==> src/rtl/multicycle_control.sv <==
// Multicycle RISC-V control FSM: sequences fetch/decode/execute/memory/writeback
// over a shared ALU and a single memory port, with wait states and an illegal-op trap.
module multicycle_control #(
    parameter bit MEM_HANDSHAKE = 1'b1,
    parameter bit EXT_OPS       = 1'b1
) (
    input  logic       clk,
    input  logic       rst_n,
    input  logic [6:0] op,
    input  logic [2:0] funct3,
    input  logic       funct7b5,
    input  logic       Zero,
    input  logic       Neg,
    input  logic       mem_ready,
    output logic       PCWrite,
    output logic       AdrSrc,
    output logic       MemRead,
    output logic       MemWrite,
    output logic       IRWrite,
    output logic       RegWrite,
    output logic [1:0] ResultSrc,
    output logic [1:0] ALUSrcA,
    output logic [1:0] ALUSrcB,
    output logic [2:0] ALUControl,
    output logic [2:0] ImmSrc,
    output logic       retire,
    output logic       illegal
);

    typedef enum logic [3:0] {
        FETCH    = 4'd0,
        DECODE   = 4'd1,
        MEMADR   = 4'd2,
        MEMREAD  = 4'd3,
        MEMWB    = 4'd4,
        MEMWRITE = 4'd5,
        EXECR    = 4'd6,
        EXECI    = 4'd7,
        ALUWB    = 4'd8,
        BRANCH   = 4'd9,
        JAL      = 4'd10,
        LUI      = 4'd11,
        TRAP     = 4'd12
    } state_t;

    localparam logic [6:0] OP_LOAD  = 7'd3;
    localparam logic [6:0] OP_STORE = 7'd35;
    localparam logic [6:0] OP_R     = 7'd51;
    localparam logic [6:0] OP_I     = 7'd19;
    localparam logic [6:0] OP_BR    = 7'd99;
    localparam logic [6:0] OP_JAL   = 7'd111;
    localparam logic [6:0] OP_LUI   = 7'd55;

    localparam logic [2:0] ALU_ADD = 3'b000;
    localparam logic [2:0] ALU_SUB = 3'b001;
    localparam logic [2:0] ALU_OR  = 3'b010;
    localparam logic [2:0] ALU_AND = 3'b011;
    localparam logic [2:0] ALU_XOR = 3'b100;
    localparam logic [2:0] ALU_SLT = 3'b101;
    localparam logic [2:0] ALU_SLL = 3'b110;
    localparam logic [2:0] ALU_SRL = 3'b111;

    state_t     state_r;
    state_t     state_s;
    logic       done_s;
    logic       pc_write_s;
    logic       adr_src_s;
    logic       mem_read_s;
    logic       mem_write_s;
    logic       ir_write_s;
    logic       reg_write_s;
    logic       retire_s;
    logic       illegal_s;
    logic [1:0] result_src_s;
    logic [1:0] alu_src_a_s;
    logic [1:0] alu_src_b_s;
    logic [2:0] alu_ctrl_s;
    logic [2:0] imm_src_s;

    function automatic logic [2:0] alu_decode(input logic [2:0] f3, input logic op5,
                                              input logic f7b5);
        logic [2:0] ctl;
        case (f3)
            3'b000:  ctl = (op5 && f7b5) ? ALU_SUB : ALU_ADD;
            3'b010:  ctl = ALU_SLT;
            3'b110:  ctl = ALU_OR;
            3'b111:  ctl = ALU_AND;
            3'b100:  ctl = EXT_OPS ? ALU_XOR : ALU_ADD;
            3'b001:  ctl = EXT_OPS ? ALU_SLL : ALU_ADD;
            3'b101:  ctl = EXT_OPS ? ALU_SRL : ALU_ADD;
            default: ctl = ALU_ADD;
        endcase
        return ctl;
    endfunction

    // Flags come from rs1 - rs2; blt/bge use the raw MSB with no overflow correction.
    function automatic logic branch_taken(input logic [2:0] f3, input logic z, input logic n);
        logic taken;
        case (f3)
            3'b000:  taken = z;
            3'b001:  taken = EXT_OPS ? !z : 1'b0;
            3'b100:  taken = EXT_OPS ? n : 1'b0;
            3'b101:  taken = EXT_OPS ? !n : 1'b0;
            default: taken = 1'b0;
        endcase
        return taken;
    endfunction

    assign done_s = MEM_HANDSHAKE ? mem_ready : 1'b1;

    // State register.
    always_ff @(posedge clk or negedge rst_n) begin
        if (!rst_n) begin
            state_r <= FETCH;
        end else begin
            state_r <= state_s;
        end
    end

    // Next-state and per-state control decode.
    always_comb begin
        state_s      = state_r;
        pc_write_s   = 1'b0;
        adr_src_s    = 1'b0;
        mem_read_s   = 1'b0;
        mem_write_s  = 1'b0;
        ir_write_s   = 1'b0;
        reg_write_s  = 1'b0;
        retire_s     = 1'b0;
        illegal_s    = 1'b0;
        result_src_s = 2'b00;
        alu_src_a_s  = 2'b00;
        alu_src_b_s  = 2'b00;
        alu_ctrl_s   = ALU_ADD;
        case (state_r)
            FETCH: begin
                mem_read_s   = 1'b1;
                alu_src_b_s  = 2'b10;
                result_src_s = 2'b10;
                ir_write_s   = done_s;
                pc_write_s   = done_s;
                state_s      = done_s ? DECODE : FETCH;
            end
            DECODE: begin
                alu_src_a_s = 2'b01;
                alu_src_b_s = 2'b01;
                case (op)
                    OP_LOAD, OP_STORE: state_s = MEMADR;
                    OP_R:              state_s = EXECR;
                    OP_I:              state_s = EXECI;
                    OP_BR:             state_s = BRANCH;
                    OP_JAL:            state_s = JAL;
                    OP_LUI:            state_s = EXT_OPS ? LUI : TRAP;
                    default:           state_s = TRAP;
                endcase
            end
            MEMADR: begin
                alu_src_a_s = 2'b10;
                alu_src_b_s = 2'b01;
                state_s     = (op == OP_LOAD) ? MEMREAD : MEMWRITE;
            end
            MEMREAD: begin
                adr_src_s  = 1'b1;
                mem_read_s = 1'b1;
                state_s    = done_s ? MEMWB : MEMREAD;
            end
            MEMWB: begin
                result_src_s = 2'b01;
                reg_write_s  = 1'b1;
                retire_s     = 1'b1;
                state_s      = FETCH;
            end
            MEMWRITE: begin
                adr_src_s   = 1'b1;
                mem_write_s = 1'b1;
                retire_s    = done_s;
                state_s     = done_s ? FETCH : MEMWRITE;
            end
            EXECR: begin
                alu_src_a_s = 2'b10;
                alu_ctrl_s  = alu_decode(funct3, op[5], funct7b5);
                state_s     = ALUWB;
            end
            EXECI: begin
                alu_src_a_s = 2'b10;
                alu_src_b_s = 2'b01;
                alu_ctrl_s  = alu_decode(funct3, op[5], funct7b5);
                state_s     = ALUWB;
            end
            LUI: begin
                alu_src_a_s = 2'b11;
                alu_src_b_s = 2'b01;
                state_s     = ALUWB;
            end
            ALUWB: begin
                reg_write_s = 1'b1;
                retire_s    = 1'b1;
                state_s     = FETCH;
            end
            BRANCH: begin
                alu_src_a_s = 2'b10;
                alu_ctrl_s  = ALU_SUB;
                retire_s    = 1'b1;
                pc_write_s  = branch_taken(funct3, Zero, Neg);
                state_s     = FETCH;
            end
            JAL: begin
                // PC <- target held in ALUOut; ALU forms OldPC+4 for the link write.
                alu_src_a_s = 2'b01;
                alu_src_b_s = 2'b10;
                pc_write_s  = 1'b1;
                state_s     = ALUWB;
            end
            TRAP: begin
                illegal_s = 1'b1;
                state_s   = TRAP;
            end
            default: begin
                illegal_s = 1'b1;
                state_s   = TRAP;
            end
        endcase
    end

    // Immediate format follows the opcode in every state.
    always_comb begin
        case (op)
            OP_STORE: imm_src_s = 3'b001;
            OP_BR:    imm_src_s = 3'b010;
            OP_JAL:   imm_src_s = 3'b011;
            OP_LUI:   imm_src_s = 3'b100;
            default:  imm_src_s = 3'b000;
        endcase
    end

    // Enables are gated by rst_n so nothing writes while reset is held.
    assign PCWrite    = pc_write_s  & rst_n;
    assign MemRead    = mem_read_s  & rst_n;
    assign MemWrite   = mem_write_s & rst_n;
    assign IRWrite    = ir_write_s  & rst_n;
    assign RegWrite   = reg_write_s & rst_n;
    assign retire     = retire_s    & rst_n;
    assign illegal    = illegal_s   & rst_n;
    assign AdrSrc     = adr_src_s;
    assign ResultSrc  = result_src_s;
    assign ALUSrcA    = alu_src_a_s;
    assign ALUSrcB    = alu_src_b_s;
    assign ALUControl = alu_ctrl_s;
    assign ImmSrc     = imm_src_s;

endmodule
==> config.mk <==
export PLATFORM = sky130hd
export DESIGN_NAME = multicycle_control
export DESIGN_NICKNAME = d
export VERILOG_FILES = /design/src/rtl/multicycle_control.sv
export SDC_FILE = /design/constraint.sdc
export NUM_CORES = 1
export LEC_CHECK = 0
export ABC_AREA = 1
export CAP_MARGIN = 20
export CELL_PAD_IN_SITES_DETAIL_PLACEMENT = 2
export CELL_PAD_IN_SITES_GLOBAL_PLACEMENT = 2
export CORE_UTILIZATION = 15
export DETAILED_ROUTE_END_ITERATION = 10
export PLACE_DENSITY = 0.74
export RECOVER_POWER = 25
export SYNTH_ARGS = -nofsm -noshare
export SYNTH_HDL_FRONTEND = slang
export SYNTH_SLANG_ARGS = --single-unit
export TNS_END_PERCENT = 5
==> constraint.sdc <==
create_clock -name clk -period 1.35 [get_ports clk]
set_clock_uncertainty 0.2 [all_clocks]
set_input_delay 0.27 -clock clk [delete_from_list [all_inputs] [get_ports clk]]
set_output_delay 0.27 -clock clk [all_outputs]
set_load 0.01 [all_outputs]
**Word level (Yosys, flattened, before mapping)**

Cells that the tools add are included.

- Bits of input ports: 16
- Logic and storage cells: 71
- Register bits after elaboration: 4
- Output and inout bits: 20

- Bitwise operators: 7
- Muxes and demuxes: 22
- Equal/unequal tests: 24
- Reduce and logical (&&, ||, !) cells: 17

Operator list:

| kind | number |
|---|---|
| one-hot mux 4 bit (7 select lines) | 1 |
| one-hot mux 4 bit (6 select lines) | 1 |
| == test 7 x 6 -> 1 bit (second input constant) | 3 |
| one-hot mux 3 bit (7 select lines) | 1 |
| == test 4 x 3 -> 1 bit (second input constant) | 4 |
| == test 4 bit (second input constant) | 4 |
| == test 7 bit (second input constant) | 2 |
| OR reduction 2 bit | 7 |
| == test 3 bit (second input constant) | 4 |
| one-hot mux 3 bit (4 select lines) | 1 |
| OR reduction 12 bit | 1 |
| OR reduction 4 bit | 3 |
| 2-to-1 mux 3 bit | 3 |
| == test 4 x 2 -> 1 bit (second input constant) | 2 |
| 2-to-1 mux 1 bit | 8 |
| one-hot mux 2 bit (2 select lines) | 2 |
| bitwise AND 1 bit | 7 |
| == test 7 x 2 -> 1 bit (second input constant) | 1 |
| == test 7 x 5 -> 1 bit (second input constant) | 1 |
| one-hot mux 2 bit (3 select lines) | 1 |
| one-hot mux 3 bit (2 select lines) | 1 |
| == test 4 x 1 -> 1 bit (second input constant) | 1 |
| zero test 4 bit | 1 |
| one-hot mux 1 bit (4 select lines) | 1 |
| 8 further kinds | 9 |

**Depth between registers and ports, before layout**

- Word-level depth: 4
- Gate-level depth with buffers: 8
- Mapped depth without buffers: 8

**Worst setup path before layout**

Ideal clock, no wire load.

- Path kind: register -> output
- Start: register state_r[0]
- End: output port retire
- Required time: 0.880 ns
- Cell stages (with the launch flop): 4
- Data arrival time: 1.108 ns
- Path buffers: 0
- Path slack: -0.228 ns
- Path through: dfrtp_1 or2_4 a211oi_2 or2_1

- Cells in the longest elaborated chain, start to end: 4
- Elaborated cells between the ends (all ways): 7
- Those cells by class: eq/ne (4); mux (1); bitwise (1); reduce/logical (1)

RTL lines:

| what | RTL line | source |
|---|---|---|
| start, declared | 63 | `state_t state_r;` |
| start signal, assigned | 116 | `state_r <= state_s;` |
| == test 4 bit / == test 4 x 3 -> 1 bit (equally long branches) | 135 | `case (state_r)` |
| OR reduction 3 bit (no source line) | -- |  |
| one-hot mux 1 bit (2 select lines) * | 135 |  |
| bitwise AND 1 bit * | 242 | `assign retire = retire_s & rst_n;` |
| end, declared | 26 | `output logic retire,` |

Mark *: on every way between the ends. The rest lies on a longest branch, timed or not.

**Worst setup path in the final report**

Ends and elaborated chain as after synthesis.

==> impl_metrics.env <==
export IMPL_violations="negative setup slack"
export IMPL_dpl_hpwl_um=2800
export IMPL_wl_per_cell_um=17.8
export IMPL_synthTopCellsByArea="nand2_1, dfrtp_1, inv_1, nor2_1, nand3_1"
export IMPL_grt_max_degree=7
export IMPL_end_kind="primary output"
export IMPL_cts_buffer_depth=2
export IMPL_drive_gt1_frac=0.551
export IMPL_vias=1206
export IMPL_via_per_inst=4.57
export IMPL_yosys_warnings=0
export IMPL_row_count=23
export IMPL_fin_crit_ns=1.98
export IMPL_largest_register="state_r"
export IMPL_core_area_sq_mm=0.00412
export IMPL_die_y_um=68.4
export IMPL_whs_endpoint="state_r[3]"
export IMPL_rsz0062_at_grt="yes"
export IMPL_rrSetupSlack_ns=-0.36
export IMPL_status="finished with violations"
export IMPL_hold_path_class="in2reg"
export IMPL_leakagePower_nw=0.907
export IMPL_setup_viol=24
export IMPL_grt_use_total=0.213
export IMPL_drt_total_wl_um=4690
export IMPL_dieArea_sq_mm=0.00467
export IMPL_synth_avg_cell_area_sq_um=5.37
export IMPL_maxCapViolCount=0
export IMPL_yosysTopAreaCellShare=0.193
export IMPL_critPathKind="reg2out"
export IMPL_cts_tree="built"
export IMPL_htree_levels=1
export IMPL_drc_errors=0
export IMPL_reg2reg_depth=9
export IMPL_root_buffer="clkbuf_8"
export IMPL_clkSlewWorstSetupHoldPaths_ns=0.03
export IMPL_yosys_area_top_type="nand2_1"
export IMPL_period_share=1.47
export IMPL_antenna_found_initial=0
export IMPL_worstPathRequired_ns=0.88
export IMPL_gp_congestion=0.875
export IMPL_synth_seq_area_share=0.152
export IMPL_relSlewSlack=0.784
export IMPL_start_util=0.161
export IMPL_syn2layout_area_growth_pct=143
export IMPL_finalHoldViolCount=0
export IMPL_critPathLaunchType="flip-flop"
export IMPL_mostFrequentLayoutCells="buf_4, nand2_1, buf_2"
export IMPL_drtIter0Drc=30
export IMPL_synthesis_nets=139
export IMPL_antennaDiodeCount=0
export IMPL_place_ws_ns=-0.992
export IMPL_synth_distinct_cells=22
export IMPL_postRouteAntennaNets=0
export IMPL_finalPower_mw=0.512
export IMPL_rr_endpoint="state_r[0]"
export IMPL_overflow=0
export IMPL_grt_first_pass_wirelength_um=6880
export IMPL_die_w_um=68.4
export IMPL_worstReg2RegStart="state_r[1]"
export IMPL_post_route_util=0.391
export IMPL_syn_inst=123
export IMPL_crit_fanout=3
export IMPL_layout_setup_ws_ns=-0.630
export IMPL_io_buffer_count=35
export IMPL_worstSkewPairLatency_ns=0.22
export IMPL_cts_sinks=4
export IMPL_fmax_mhz=505
export IMPL_numCtsBuffers=3
export IMPL_syn_area_sq_um=661
export IMPL_power_density_mw_per_mm2=318
export IMPL_dr_pass1_iters=4
export IMPL_min_from="op[2]"
export IMPL_min_path_cells=6
export IMPL_worst_slew_pin_transition_ns=0.321
export IMPL_maxSlewViolCount=0
export IMPL_final_nets=232
export IMPL_ys_seq_elements=4
export IMPL_largest_reg_flops=4
export IMPL_reg_largest_list="state_r (4)"
export IMPL_critPathArrivalTime_ns=1.51
export IMPL_ir_drop_uv=219
export IMPL_grt_pass1_vias=1325
export IMPL_final_common_cell="buf_4"
export IMPL_ioPinCount=36
export IMPL_finalSetupTns_ns=-10.58
final cells by class:
cell class / instances / area (sq um)
clock buffers: 3 / 41.3
fillers: 497 / 2510
inverters: 24 / 95.1
multi-input cells: 95 / 606
flip-flops and latches: 4 / 103
well taps: 50 / 62.6
repair buffers: 88 / 701
critical path: stages, from the launching register on:
cell	delay, ns
dfrtp_2	0.43
buf_6	0.15
nand2_4	0.08
nor2_2	0.05
buf_4	0.13
nand2_2	0.06
a21oi_2	0.05
or2_1	0.20
buf_2	0.14
cells in the mapped netlist:
master	instances
nand2_1	34
inv_1	22
nor2_1	21
nand3_1	9
o21ai_0	9
a21oi_1	6
dfrtp_1	4
inv_2	2
nand2_4	2
o211ai_1	2
a211oi_1	1
a211oi_2	1
a21oi_2	1
a31oi_1	1
nand2_2	1
nor2_8	1
o21bai_1	1
o22ai_1	1
o31ai_1	1
or2_1	1
or2_4	1
xor2_1	1
cell families (layout without fill, tap and decap cells):
kind of cell           count (synthesis)  after routing  share of synthesized area
AO/OA/AOI/OAI                         24             24                      0.222
XOR/XNOR                               1              1                     0.0133
flip-flops                             4              4                      0.152
AND/OR/NAND/NOR                       70             70                      0.477
buffers and inverters                 24            115                      0.136
worst max path at each step:
stage | cells past startpoint | endpoint | start
2_1_floorplan | 6 | PCWrite | state_r[1]
3_3_place_gp | 8 | PCWrite | funct3[2]
3_5_place_dp | 8 | PCWrite | funct3[2]
4_1_cts | 7 | PCWrite | state_r[0]
5_1_grt | 7 | PCWrite | state_r[0]
6_report | 8 | retire | state_r[0]
metal layers:
metal | track usage | share of wire | up-vias
met5 | 0 | 0 | -
met4 | 0.120 | 0.042 | 0
met3 | 0.0217 | 0.036 | 15
met2 | 0.420 | 0.55 | 41
met1 | 0.211 | 0.37 | 582
li1 | - | - | 568
stage by stage:
stage / hold WS [ns] / instance area (sq um) / std cells
after floorplan: -0.226 / 668 / 123
after global placement: 0.370 / 1370 / 245
after detailed placement: 0.390 / 1370 / 245
after CTS: 0.448 / 1530 / 260
after global routing: 0.538 / 1610 / 264
final: 0.485 / 1610 / 264
repair_timing:
item,4_1_cts,5_1_grt
setup buffers,11,4
gates resized for setup,127,16
pin swaps,20,6
endpoints found under the setup margin,24,24
hold endpoints to repair,4,0
hold buffers,1,0
power breakdown:
group,internal [mW],total (mW),switching [mW]
registers,0.121,0.121,0
logic,0.0681,0.140,0.0715
clock network,0.190,0.251,0.0613
No activity file was read; power rests on OpenSTA's default activity.
